<file path="src/rtl/ps2_host_tx.sv">
// PS/2 host-to-device command transmitter: inhibits the bus, issues a start
// bit, shifts a byte out on device clock falls, then checks the device ACK.
module ps2_host_tx #(
  parameter int unsigned INHIBIT_CYCLES = 6000,
  parameter int unsigned SETUP_CYCLES   = 100,
  parameter int unsigned FIRST_TIMEOUT  = 750000,
  parameter int unsigned BIT_TIMEOUT    = 100000
) (
  input  logic       clock,
  input  logic       resetn,
  input  logic       send_req,
  input  logic [7:0] send_data,
  input  logic       ps2_clk_in,
  input  logic       ps2_data_in,
  output logic       ps2_clk_oe,
  output logic       ps2_data_oe,
  output logic       busy,
  output logic       done,
  output logic       tx_error
);

  localparam logic [19:0] INHIBIT_LOAD = 20'(INHIBIT_CYCLES - 1);
  localparam logic [19:0] SETUP_LOAD   = 20'(SETUP_CYCLES - 1);
  localparam logic [19:0] FIRST_LOAD   = 20'(FIRST_TIMEOUT - 1);
  localparam logic [19:0] BIT_LOAD     = 20'(BIT_TIMEOUT - 1);
  localparam logic [3:0]  LAST_BIT     = 4'd9;

  typedef enum logic [2:0] {
    IDLE,
    INHIBIT,
    START,
    SHIFT,
    ACK,
    WAIT_IDLE
  } state_t;

  state_t      state_reg, state_next;
  logic [9:0]  shift_reg, shift_next;
  logic [3:0]  bit_idx_reg, bit_idx_next;
  logic [19:0] count_reg, count_next;
  logic        clk_oe_reg, clk_oe_next;
  logic        data_oe_reg, data_oe_next;
  logic        done_reg, done_next;
  logic        tx_error_reg, tx_error_next;

  logic [1:0]  clk_sync_reg;
  logic [1:0]  data_sync_reg;
  logic        clk_prev_reg;

  logic        clk_s;
  logic        data_s;
  logic        fall;
  logic        expired;

  assign clk_s   = clk_sync_reg[1];
  assign data_s  = data_sync_reg[1];
  assign fall    = clk_prev_reg & ~clk_s;
  assign expired = (count_reg == 20'd0);

  always_ff @(posedge clock or negedge resetn) begin
    if (!resetn) begin
      clk_sync_reg  <= 2'b00;
      data_sync_reg <= 2'b00;
      clk_prev_reg  <= 1'b0;
    end else begin
      clk_sync_reg  <= {clk_sync_reg[0], ps2_clk_in};
      data_sync_reg <= {data_sync_reg[0], ps2_data_in};
      clk_prev_reg  <= clk_s;
    end
  end

  always_ff @(posedge clock or negedge resetn) begin
    if (!resetn) begin
      state_reg    <= IDLE;
      shift_reg    <= 10'd0;
      bit_idx_reg  <= 4'd0;
      count_reg    <= 20'd0;
      clk_oe_reg   <= 1'b0;
      data_oe_reg  <= 1'b0;
      done_reg     <= 1'b0;
      tx_error_reg <= 1'b0;
    end else begin
      state_reg    <= state_next;
      shift_reg    <= shift_next;
      bit_idx_reg  <= bit_idx_next;
      count_reg    <= count_next;
      clk_oe_reg   <= clk_oe_next;
      data_oe_reg  <= data_oe_next;
      done_reg     <= done_next;
      tx_error_reg <= tx_error_next;
    end
  end

  always_comb begin
    state_next    = state_reg;
    shift_next    = shift_reg;
    bit_idx_next  = bit_idx_reg;
    count_next    = expired ? 20'd0 : count_reg - 20'd1;
    clk_oe_next   = clk_oe_reg;
    data_oe_next  = data_oe_reg;
    done_next     = 1'b0;
    tx_error_next = tx_error_reg;

    case (state_reg)
      IDLE: begin
        clk_oe_next  = 1'b0;
        data_oe_next = 1'b0;
        if (send_req) begin
          shift_next    = {1'b1, ~^send_data, send_data};
          tx_error_next = 1'b0;
          count_next    = INHIBIT_LOAD;
          clk_oe_next   = 1'b1;
          state_next    = INHIBIT;
        end
      end

      INHIBIT: begin
        if (expired) begin
          data_oe_next = 1'b1;
          count_next   = SETUP_LOAD;
          state_next   = START;
        end
      end

      START: begin
        // Start bit stays on the line while the clock is handed to the device.
        if (expired) begin
          clk_oe_next  = 1'b0;
          bit_idx_next = 4'd0;
          count_next   = FIRST_LOAD;
          state_next   = SHIFT;
        end
      end

      SHIFT: begin
        if (fall) begin
          data_oe_next = ~shift_reg[bit_idx_reg];
          bit_idx_next = bit_idx_reg + 4'd1;
          count_next   = BIT_LOAD;
          if (bit_idx_reg == LAST_BIT) begin
            state_next = ACK;
          end
        end else if (expired) begin
          clk_oe_next   = 1'b0;
          data_oe_next  = 1'b0;
          tx_error_next = 1'b1;
          done_next     = 1'b1;
          state_next    = IDLE;
        end
      end

      ACK: begin
        if (fall) begin
          tx_error_next = data_s;
          count_next    = BIT_LOAD;
          state_next    = WAIT_IDLE;
        end else if (expired) begin
          clk_oe_next   = 1'b0;
          data_oe_next  = 1'b0;
          tx_error_next = 1'b1;
          done_next     = 1'b1;
          state_next    = IDLE;
        end
      end

      WAIT_IDLE: begin
        if (clk_s && data_s) begin
          done_next  = 1'b1;
          state_next = IDLE;
        end else if (expired) begin
          tx_error_next = 1'b1;
          done_next     = 1'b1;
          state_next    = IDLE;
        end
      end

      default: begin
        clk_oe_next  = 1'b0;
        data_oe_next = 1'b0;
        state_next   = IDLE;
      end
    endcase
  end

  assign ps2_clk_oe  = clk_oe_reg;
  assign ps2_data_oe = data_oe_reg;
  assign busy        = (state_reg != IDLE);
  assign done        = done_reg;
  assign tx_error    = tx_error_reg;

endmodule

</file>
<file path="config.mk">
export PLATFORM = sky130hd
export DESIGN_NAME = ps2_host_tx
export DESIGN_NICKNAME = d
export VERILOG_FILES = /design/src/rtl/ps2_host_tx.sv
export SDC_FILE = /design/constraint.sdc
export NUM_CORES = 1
export LEC_CHECK = 0
export CAP_MARGIN = 25
export CORE_ASPECT_RATIO = 1.5
export CORE_UTILIZATION = 43
export CTS_CLUSTER_SIZE = 8
export DETAILED_ROUTE_END_ITERATION = 10
export PLACE_DENSITY = 0.72
export SYNTH_ARGS = -nofsm -noshare
export SYNTH_HDL_FRONTEND = slang
export SYNTH_SLANG_ARGS = --single-unit
export TNS_END_PERCENT = 20
</file>
<file path="constraint.sdc">
create_clock -name clock -period 2.35 [get_ports clock]
set_input_delay 0.235 -clock clock [delete_from_list [all_inputs] [get_ports clock]]
set_output_delay 0.235 -clock clock [all_outputs]
set_load 0.01 [all_outputs]
</file>
==> reports/results.ini, run 1 <==
[status]
status = finished, final reports clean

[power_and_ir_drop]
peakVddDrop_v = 0.000429
comb_power_share_pct = 25.2
pwr-share-clk_pct = 24.7
netSwitchingFraction_pct = 30.2
p_per_area_nw_per_um2 = 678
p_sw_w = 0.000624
p_leak_nw = 1.30
seqPwrFrac_pct = 50.1
intPower_w = 0.00144

[routing]
drt_iter0_markers = 71
wire_per_inst_um = 15.0
wirelength_um = 5820
drcViolationCount = 0
vias = 2178
final_antenna_net_count = 0
drtPass1Iterations = 4
viasPerCell = 5.63

[finish]
layout-drive-gt1-share_pct = 12.7
fill_cells = 566
nNetsFinal = 331
area_growth_pct = 18.9
final_cell_mix = dfrtp_1 (46), nand2_1 (45), nor2_1 (24)
layout_commonest_cell = dfrtp_1
multiInputGateArea_um2 = 1340
diodes = 0
stdcell_area_um2 = 3050
largest_reg_flops = 20
seq_area_um2 = 1150

[global_routing]
gr-total-overflow = 0
antenna_found_initial = 0
grt_max_degree = 26
grt_pass1_wl_um = 10300
grt_usage_pct = 20.8
grt_pass1_vias = 2212

[synthesis]
avgSynthCellArea_um2 = 9.10
async_flop_share_pct = 100
ys_seq_elements = 46
netlist_area_um2 = 2570
synth_cells = 282
synth-main-ff-cell = dfrtp_1
yosysSeqAreaShare_pct = 44.9
synth_edf_count = 0
syn-num-nets = 299
synth_warnings = 0
yosys.cell_types.count = 54

[worst_hold_path]
min_path_cells = 0
hp-class = flop to flop

[die]
fp.dieH_um = 96.6
dieArea_um2 = 6290
initial_core_util_pct = 44.4
io_pins = 18
std_cell_rows = 34
fp.dieW_um = 65.1
core_region_area_um2 = 5790

[setup_path]
cp_cell_sequence = or4_4 -> or2_1 -> or3_4 -> buf_4 -> a311oi_1 -> a211oi_2
worstPathArrival_ns = 2.47
startpoint_type = flop
r2r_slack_ns = 0.06
cpMaxStageDelayCell = or4_4
cp_data_required_time_ns = 2.53
max_stage_delay_ns = 0.56
worstRegToRegCells = 6
path_class = flop to flop
cp_max_fo = 7
cp-end-kind = flop

[timing]
holdWs_ns = 0.354
min_period_over_period_pct = 97.4
max_freq_mhz = 437
drv_slew = 0
finClkSkew_ns = 0.0102
fin_crit_ns = 2.29
tns_ns = 0
relSlewSlack_pct = 65.4
finalSetupViolCount = 0
rsz0062_at_grt = no
finalHoldViolCount = 0
tightestPinTransition_ns = 0.515

[clock_tree]
clkLatencyLatePin_ns = 0.30
cts_root_buf = clkbuf_8
h-tree-depth = 2
postCtsSetupBuffers = 0
cts_tree = built
numCtsBuffers = 5
clkSinkCount = 46
cts.clk_slew.worst_paths_ns = 0.09
cts_buffer_depth = 2

[place]
place.gp.congestion = 0.847
portBuffers = 17
placed_cell_area_um2 = 2930
dp_hpwl_um = 4220

[flow_run]
maxCapViolCount = 0

==> path summary, 6_finish.rpt <==
path / startpoint / endpoint
setup / recovery: count_reg[14]$_DFF_PN0_ / ps2_data_oe$_DFFE_PN0P_
hold / removal: clk_sync_reg[0]$_DFF_PN0_ / clk_sync_reg[1]$_DFF_PN0_
setup reg to reg: count_reg[14]$_DFF_PN0_ / ps2_data_oe$_DFFE_PN0P_
hold reg to reg: clk_sync_reg[0]$_DFF_PN0_ / clk_sync_reg[1]$_DFF_PN0_
max in group asynchronous: resetn / count_reg[2]$_DFF_PN0_
min in group asynchronous: resetn / state_reg[0]$_DFFE_PN0P_
==> critical path, delay by kind of cell, from the launching register on <==
family	cells	cell delay (ns)
AND/OR/NAND/NOR	3	1.22
flip-flops	1	0.39
AO/OA/AOI/OAI	2	0.39
buffers and inverters	1	0.18
==> cell type report <==
cell class,instances,share of cell area [%]
Clock buffer,6,2.71
Tap cell,72,2.95
Multi-Input combinational cell,213,44.0
Inverter,7,0.861
Timing Repair Buffer,41,11.4
Sequential cell,46,37.7
Clock inverter,2,0.410
==> cell families (layout without fill, tap and decap cells) <==
family / count (synthesis) / in the layout / synth area share, %
and+or+nand+nor: 117 / 117 / 22.2
muxes: 5 / 5 / 2.97
adders and majority gates: 4 / 4 / 1.95
xor gates and xnor gates: 23 / 23 / 7.85
DFF: 46 / 46 / 44.9
AOI/OAI and AO/OA: 64 / 64 / 16.7
buffers and inverters: 23 / 56 / 3.46
==> synth_stat cells (all sizes together) (2+ instances only) <==
cell type	count	area [um2]
nor2	24	90.1
or3	5	31.3
o21ai	17	85.1
mux4	2	45.0
o31ai	3	22.5
nor3	5	25.0
inv	7	26.3
and3	2	12.5
a211oi	2	15.0
a2bb2oi	3	26.3
or2	2	12.5
mux2i	2	20.0
a22oi	2	15.0
nor4	3	18.8
dfrtp	46	1150
a21oi	13	65.1
o22ai	4	25.0
o31a	3	26.3
xor2	8	70.1
o211ai	3	22.5
ha	4	50.1
nor3b	3	22.5
nand3	5	25.0
nor2b	4	25.0
nand4	3	18.8
xnor2	15	131
nand2b	5	31.3
buf	3	12.5
or4	7	56.3
clkbuf	13	50.0
and2	2	12.5
nand2	45	169
==> layer usage <==
metal  global-route usage (%)  share of wire, %  vias to the layer above
li1                         -                 -                     1065
met1                     25.3                41                     1060
met2                     36.5                54                       42
met3                     2.59               2.5                       11
met4                     8.19               2.4                        0
met5                        0                 0                        -
==> repair_timing <==
action | CTS | global route
hold buffers | 1 | 0
setup endpoints to repair | 0 | 10
endpoints found under the hold margin | 21 | 0
gates resized for setup | 0 | 4
==> power groups by stage <==
stage | clock network, W | logic, W | registers, W
3_5_place_dp | 0 | 0.000515 | 0.00105
3_3_place_gp | 0 | 0.000510 | 0.00104
5_1_grt | 0.000555 | 0.000592 | 0.00106
6_report | 0.000511 | 0.000522 | 0.00104
4_1_cts | 0.000522 | 0.000519 | 0.00103
2_1_floorplan | 0 | 0.000316 | 0.00104
==> through the flow <==
| stage | instances | utilization [%] | worst slack [ns] | power [W] |
|---|---|---|---|---|
| 2_1_floorplan | 282 | - | 0.0371 | 0.00136 |
| 3_3_place_gp | 378 | 50.7 | 0.0799 | 0.00155 |
| 3_5_place_dp | 378 | 50.7 | 0.0214 | 0.00156 |
| 4_1_cts | 387 | 52.5 | 0.0236 | 0.00207 |
| 5_1_grt | 387 | 52.7 | 0.00372 | 0.00220 |
| 6_report | 387 | 52.7 | 0.0607 | 0.00207 |
Power figures use the tool's default switching activity.
==> run 2: changes to the inputs <==
- SLEW_MARGIN: not set -> 30
==> results of run 2 <==
No change in the layout: final DEF, timing and power equal those of run 1.
